$ cat src/rtl/pmem_arbiter_n.sv
`default_nettype none
// +--------------------------------------------------------------------------+
// | pmem_arbiter_n: N-channel cache-line memory arbiter, fixed-priority or    |
// | round-robin, with registered memory command.  Rev 1.0                     |
// +--------------------------------------------------------------------------+
module pmem_arbiter_n #(
  parameter int NUM_CH  = 2,
  parameter int ADDR_W  = 16,
  parameter int BLOCK_W = 128,
  parameter int MODE    = 0
) (
  input  logic                        clk,
  input  logic                        rst_n,
  input  logic [NUM_CH-1:0]           ch_read,
  input  logic [NUM_CH-1:0]           ch_write,
  input  logic [NUM_CH*ADDR_W-1:0]    ch_address,
  input  logic [NUM_CH*BLOCK_W-1:0]   ch_wdata,
  output logic [NUM_CH-1:0]           ch_resp,
  output logic [BLOCK_W-1:0]          ch_rdata,
  output logic                        pmem_read,
  output logic                        pmem_write,
  output logic [ADDR_W-1:0]           pmem_address,
  output logic [BLOCK_W-1:0]          pmem_wdata,
  input  logic                        pmem_resp,
  input  logic [BLOCK_W-1:0]          pmem_rdata,
  output logic                        ld_regs
);

  localparam int               PTR_W     = $clog2(NUM_CH);
  localparam logic [PTR_W-1:0] C_LAST_CH = PTR_W'(NUM_CH - 1);
  localparam logic [PTR_W:0]   C_NUM_CH  = (PTR_W+1)'(NUM_CH);

  typedef enum logic [0:0] {
    ST_IDLE = 1'b0,
    ST_BUSY = 1'b1
  } state_t;

  state_t            state;
  logic [PTR_W-1:0]  grant_q;
  logic [PTR_W-1:0]  rr_ptr;
  logic [PTR_W-1:0]  w_winner;
  logic [PTR_W-1:0]  w_next_ptr;
  logic [NUM_CH-1:0] w_req;
  logic [NUM_CH-1:0] w_grant_oh;
  logic              w_done;

  assign w_req      = ch_read | ch_write;
  assign w_done     = (state == ST_BUSY) && pmem_resp;
  assign w_grant_oh = NUM_CH'(1) << grant_q;
  assign w_next_ptr = (grant_q == C_LAST_CH) ? '0 : grant_q + 1'b1;

  generate
    if (MODE == 0) begin : g_fixed
      // Scan downward so the lowest requesting index is the last to win.
      always_comb begin
        w_winner = '0;
        for (int i = NUM_CH - 1; i >= 0; i--) begin
          if (w_req[i]) w_winner = PTR_W'(i);
        end
      end
    end else begin : g_rr
      // Offsets scanned downward: the nearest channel at or after rr_ptr wins.
      always_comb begin
        logic [PTR_W:0]   sum;
        logic [PTR_W-1:0] idx;
        sum      = '0;
        idx      = '0;
        w_winner = rr_ptr;
        for (int off = NUM_CH - 1; off >= 0; off--) begin
          sum = {1'b0, rr_ptr} + (PTR_W+1)'(off);
          if (sum >= C_NUM_CH) sum = sum - C_NUM_CH;
          idx = sum[PTR_W-1:0];
          if (w_req[idx]) w_winner = idx;
        end
      end
    end
  endgenerate

  assign ch_resp  = w_done ? w_grant_oh : '0;
  assign ch_rdata = pmem_rdata;
  assign ld_regs  = ((state == ST_IDLE) && !(|w_req)) ||
                    (w_done && !(|(w_req & ~w_grant_oh)));

  always_ff @(posedge clk or negedge rst_n) begin
    if (!rst_n) begin
      state        <= ST_IDLE;
      grant_q      <= '0;
      rr_ptr       <= '0;
      pmem_read    <= 1'b0;
      pmem_write   <= 1'b0;
      pmem_address <= '0;
      pmem_wdata   <= '0;
    end else begin
      case (state)
        ST_IDLE: begin
          if (|w_req) begin
            grant_q      <= w_winner;
            pmem_address <= ch_address[w_winner*ADDR_W +: ADDR_W];
            pmem_wdata   <= ch_wdata[w_winner*BLOCK_W +: BLOCK_W];
            pmem_write   <= ch_write[w_winner];
            pmem_read    <= ch_read[w_winner] & ~ch_write[w_winner];
            state        <= ST_BUSY;
          end
        end
        ST_BUSY: begin
          if (pmem_resp) begin
            pmem_read  <= 1'b0;
            pmem_write <= 1'b0;
            state      <= ST_IDLE;
            if (MODE == 1) rr_ptr <= w_next_ptr;
          end
        end
        default: state <= ST_IDLE;
      endcase
    end
  end

endmodule
`default_nettype wire

$ cat config.mk
export PLATFORM = sky130hd
export DESIGN_NAME = pmem_arbiter_n
export DESIGN_NICKNAME = d
export VERILOG_FILES = /design/src/rtl/pmem_arbiter_n.sv
export SDC_FILE = /design/constraint.sdc
export NUM_CORES = 1
export LEC_CHECK = 0
export ABC_AREA = 1
export CORE_AREA = 3 3 271 273
export CTS_CLUSTER_DIAMETER = 100
export CTS_CLUSTER_SIZE = 24
export DETAILED_ROUTE_END_ITERATION = 16
export DIE_AREA = 0 0 274 276
export SYNTH_ARGS = -nofsm -noshare
export SYNTH_HDL_FRONTEND = slang
export SYNTH_SLANG_ARGS = --single-unit
$ cat constraint.sdc
create_clock -name clk -period 1.4 [get_ports clk]
set_input_delay 0.28 -clock clk [delete_from_list [all_inputs] [get_ports clk]]
set_output_delay 0.28 -clock clk [all_outputs]
set_load 0.02 [all_outputs]
== After elaboration in Yosys (flattened, before gate mapping) ==
Cells that the tools add are included.

* Div/mod/pow operators: 0
* Mux-type cells: 15
* Eq/ne operators: 2
* Shift-type cells: 3
* Reduce and logical (&&, ||, !) cells: 10
* Add/sub/neg operators: 0
* Bitwise logic cells: 6
* Multipliers: 0
* Order comparisons: 1

{| class="wikitable"
|+ Operator list
! operator !! number
|-
| $shiftx A256 B9 Y128 || 1
|-
| $shiftx A32 B6 Y16 || 1
|-
| $mux W1 || 11
|-
| $pmux W1 S2 || 3
|-
| $reduce_and A2 Y1 || 2
|-
| $reduce_or A2 Y1 || 2
|-
| $logic_and A1 B1 Y1 || 3
|-
| $and A2 B2 Y2 || 1
|-
| $logic_not A1 Y1 || 2
|-
| $lt A1 B2 Y1 const B || 1
|-
| $mux W2 || 1
|-
| $ne A2 B1 Y1 const B || 1
|-
| $ne A2 B2 Y1 const B || 1
|-
| $not A1 Y1 || 2
|-
| $not A2 Y2 || 1
|-
| $or A2 B2 Y2 || 1
|-
| $shl A1 B1 Y2 const A || 1
|-
| $and A1 B1 Y1 || 1
|-
| $logic_or A1 B1 Y1 || 1
|}

* Bits of input ports: 423
* Memories kept: 0
* Bits in latches: 0
* Bits in writable memories: 0
* ROM bits: 0
* Bits in registers: 148

== Depth between registers and ports, before layout ==
Gate-level depths: netlist of run 1.

* Depth after elaboration: 9
* Depth in mapped cells: 9
* Gate-level depth less buffers: 7

== Least setup slack after synthesis of run 1 ==
OpenSTA, ideal clock, no wires.

* Kind: in2out
* From: in ch_write[0]
* To: out ld_regs
* Buffers on the path: 3
* Data arrival time: 1.115 ns
* Cell stages on the path: 6
* Path slack: 0.005 ns
* Path through: nor2_2 -> buf_4 -> buf_6 -> buf_4 -> nand2_1 -> o211ai_1

* Word-level cells in the longest chain between the ends: 6
* Elaborated cells on any way between the ends: 9
* Those cells by class: bitwise (2); reduce/logical (7)

{| class="wikitable"
|+ Ends and longest elaborated chain
! what !! RTL line !! source
|-
| from (decl) || 15 || <nowiki>input logic [NUM_CH-1:0] ch_write,</nowiki>
|-
| $or A2 B2 Y2 * || 47 || <nowiki>assign w_req = ch_read | ch_write;</nowiki>
|-
| $and A2 B2 Y2 || 82 || <nowiki>(w_done && !(|(w_req & ~w_grant_oh)));</nowiki>
|-
| $reduce_or A2 Y1 || 82 ||
|-
| $logic_not A1 Y1 || 82 ||
|-
| $logic_and A1 B1 Y1 || 82 ||
|-
| $logic_or A1 B1 Y1 * || 81 || <nowiki>assign ld_regs = ((state == ST_IDLE) && !(|w_req)) ||</nowiki>
|-
| to (decl) || 26 || <nowiki>output logic ld_regs</nowiki>
|}

Mark *: on every way between the ends. The rest lies on a longest branch, timed or not.

== Worst setup path after layout of run 1 ==
* From: reg state
* To: out ld_regs

* Word-level cells in the longest chain between the ends: 3
* Elaborated cells on any way between the ends: 5
* Those cells by class: bitwise (1); reduce/logical (4)

{| class="wikitable"
|+ Ends and longest elaborated chain
! what !! RTL line !! source
|-
| from (decl) || 38 || <nowiki>state_t state;</nowiki>
|-
| from (signal assigned) || 86 || <nowiki>state <= ST_IDLE;</nowiki>
|-
| from (signal assigned) || 102 || <nowiki>state <= ST_BUSY;</nowiki>
|-
| from (signal assigned) || 109 || <nowiki>state <= ST_IDLE;</nowiki>
|-
| $logic_and A1 B1 Y1 or $not A1 Y1 (tied branches) || - ||
|-
| $logic_and A1 B1 Y1, on equally long branches || 82, 81 ||
|-
| $logic_or A1 B1 Y1 * || 81 ||
|}

Marked as above.

==> results of run 1 <==
## layer usage
layer	track usage	share of wire
met1	0.102	0.37
met2	0.158	0.45
met3	0.0434	0.11
met4	0.0750	0.072
met5	0.00321	0
## final cells by class
type,instances,share of cell area
antenna,1,0.000179
clock buffer,19,0.0317
clock inverter,13,0.00894
inverter,5,0.00241
multi-input combinational,887,0.256
sequential,148,0.265
tap,950,0.0849
timing repair buffer,519,0.351
## sequential cells by signal, indices dropped and copies added, names as in the netlist
name	count
pmem_address	16
pmem_wdata	128
pmem_read	1
grant_q	1
state	1
pmem_write	1
## power by group through the flow
stage | registers [mW] | logic, mW | clock network [mW]
finish | 7.67 | 13.0 | 4.63
global route | 7.92 | 14.2 | 5.10
CTS | 7.68 | 12.9 | 4.97
detailed placement | 7.71 | 14.0 | 0
global placement | 7.71 | 14.0 | 0
floorplan | 9.92 | 4.24 | 0
## cell usage after synthesis (2+ instances only)
master,number
nand2_1,728
dfrtp_1,148
nand3_1,146
buf_4,138
buf_2,38
clkbuf_1,25
nor2_1,5
buf_1,3
inv_1,3
nand2_2,3
o21ai_0,3
inv_2,2
## through the flow
step                cells  cell area [sq um]
floorplan            1245               8590
global placement     2495              13700
detailed placement   2495              13700
CTS                  2534              13800
global route         2541              14000
finish               2542              14000
## worst reg2reg max path, stage by stage (launching register included)
cell	delay [ns]
dfrtp_1	0.36
buf_4	0.14
inv_4	0.05
nand2_8	0.10
clkinv_8	0.10
buf_12	0.17
clkbuf_16	0.20
nand2_1	0.07
nand2_1	0.05
## layout by cell type, fill, tap and decap left out, drive strengths merged, types with 3 or more instances in the layout
cell           synthesis  routed
inv                    5       7
clkbuf                25      22
dlymetal6s2s           0       4
clkdlybuf4s50          0     289
o21ai                  3       3
nand2                731     731
dfrtp                148     148
nand3                146     146
clkinv                 0       9
buf                  180     221
nor2                   6       6
## what timing repair did
action,in CTS,in global routing
pin swaps,3,2
gates cloned,2,3
setup buffers,4,4
gates resized for setup,581,19
endpoints found under the setup margin,172,152
hold buffers,1,0
hold endpoints to repair,83,0
## kinds of logic (layout without fill, tap and decap cells)
kind of cell | Yosys count | in the layout
AOI/OAI and AO/OA | 4 | 4
other | 0 | 1
DFF | 148 | 148
buffers and inverters | 210 | 556
and+or+nand+nor | 883 | 883
## how the worst max path moves through the flow
stage	start	to	slack (ns)	depth (start not counted)
2_1_floorplan	ch_write[0]	ld_regs	0.005	6
3_3_place_gp	pmem_resp	ld_regs	-0.68	6
3_5_place_dp	ch_write[0]	ld_regs	-0.68	5
4_1_cts	state$_DFF_PN0_	ld_regs	-0.29	3
5_1_grt	state$_DFF_PN0_	ld_regs	-0.39	5
6_report	state$_DFF_PN0_	ld_regs	-0.24	3
==> results.cfg, run 1 <==
[status]
status = finished, violations left
violations = setup timing

[power_and_ir_drop]
power_frac_clock = 0.183
p_comb_frac = 0.515
powerDensity_mw_per_mm2 = 1810
switching_power_mw = 11.1
seq_power_share = 0.303
p_leak_nw = 7.08
switching_share = 0.438
report.power.total_mw = 25.3
p_int_mw = 14.2
peakVddDrop_v = 0.000912

[placement]
dp_slack_ns = -0.677
place_congestion = 0.792
dpl.hpwl_mm = 29.3
port-buffer-count = 443

[timing]
max_slew.worst_pin.slew_ns = 0.360
fin_ws_ns = -0.236
whs_ns = 0.210
rsz0062_at_grt = true
finalSetupViolCount = 3
fmaxAchievable_mhz = 611
finClkSkew_ns = 0.0134
post-route-period-util = 1.17
hold_viol = 0
slew_viol_final = 0
min_period_ns = 1.64
setup-tns-final_ns = -0.358
slew_headroom = 0.760

[global_routing]
overflow = 0
antenna_found_initial = 1
grt_max_degree = 65
grt_use_total = 0.0989
first_global_vias = 8931
grt_pass1_wl_mm = 55.3

[logic_synthesis]
synth.ff_latch_count = 148
ys.flop_type = dfrtp_1
yosysTopAreaCellShare = 0.431
synth_top_area_cell = dfrtp_1
synthSimpleGateAreaFrac = 0.408
yosys.cell_types.count = 15
syn-instance-count = 1245
synthArstFlopShare = 1.00
ys_seq_area_frac = 0.431
synth_fa_ha_area_frac = 0
synth-compound-area-share = 0.00262
synth_edf_count = 0
syn_nets = 1668
synth_top_family_by_area = simple AND/OR/NAND/NOR gates
synth-xor-area-share = 0
synthTopCellsByArea = dfrtp_1 (43%), nand2_1 (32%), buf_4 (12%), nand3_1 (8.5%), buf_2 (2.2%)
synth_mux_area_frac = 0
syn_area_sq_mm = 0.00859
synth_area_per_cell_sq_um = 6.90
yosysWarnings = 0

[floorplan]
io_pins = 700
fp-row-count = 98
die_h_um = 276
dieArea_sq_mm = 0.0756
coreArea_sq_mm = 0.0714
start_util = 0.120
die_x_um = 274

[route]
first_pass_iters = 4
vias_per_cell = 3.52
wl_per_cell_um = 15.3
postRouteAntennaNets = 0
drc = 0
dr_total_vias = 8953
routed_wl_mm = 39.0
drt_iter0_markers = 324

[clock_tree]
cts_buffer_depth = 2
clockRootBuffer = clkbuf_16
path_clk_slew_ns = 0.07
cts_buffers = 17
h-tree-depth = 4
cts_tree = yes
clk_latency_ns = 0.46
cts.sinks = 148

[layout]
final_core_util = 0.196
drive_gt1_frac = 0.171
final.fill_count = 8105
multiInputGateArea_sq_mm = 0.00359
seq_area_sq_mm = 0.00371
syn_to_final_growth_pct = 62.8
finalNetCount = 2001

[worst_setup_path]
cp_top_family = flip-flops
crit_path_end_kind = primary output
r2r_slack_ns = 0.06
worst_path_most_repeated_cell = buf_4
start_kind = flop
critPathMaxFanout = 3
critPathSlowestCell = dfrtp_1
path_class = flop to primary output
timing.rr.end = pmem_wdata[43]$_DFFE_PN0P_
worstPathBufferInverterCount = 2
required_ns = 1.12
arrival_ns = 1.36
critPathMaxStageDelay_ns = 0.39
reg2reg_from = state$_DFF_PN0_
r2r_cells = 8
crit_chain = buf_4 > o211ai_1 > buf_4

[hold_path]
hold_path_class = input pin to async pin

[flow_run]
drv_cap = 0
(Power assumes the default switching activity.)
==> inputs of run 2 (changes only) <==
Settings changed: CAP_MARGIN set to 5.
==> results of run 2 <==
The final DEF is identical to that of run 1; final timing and power are the same.
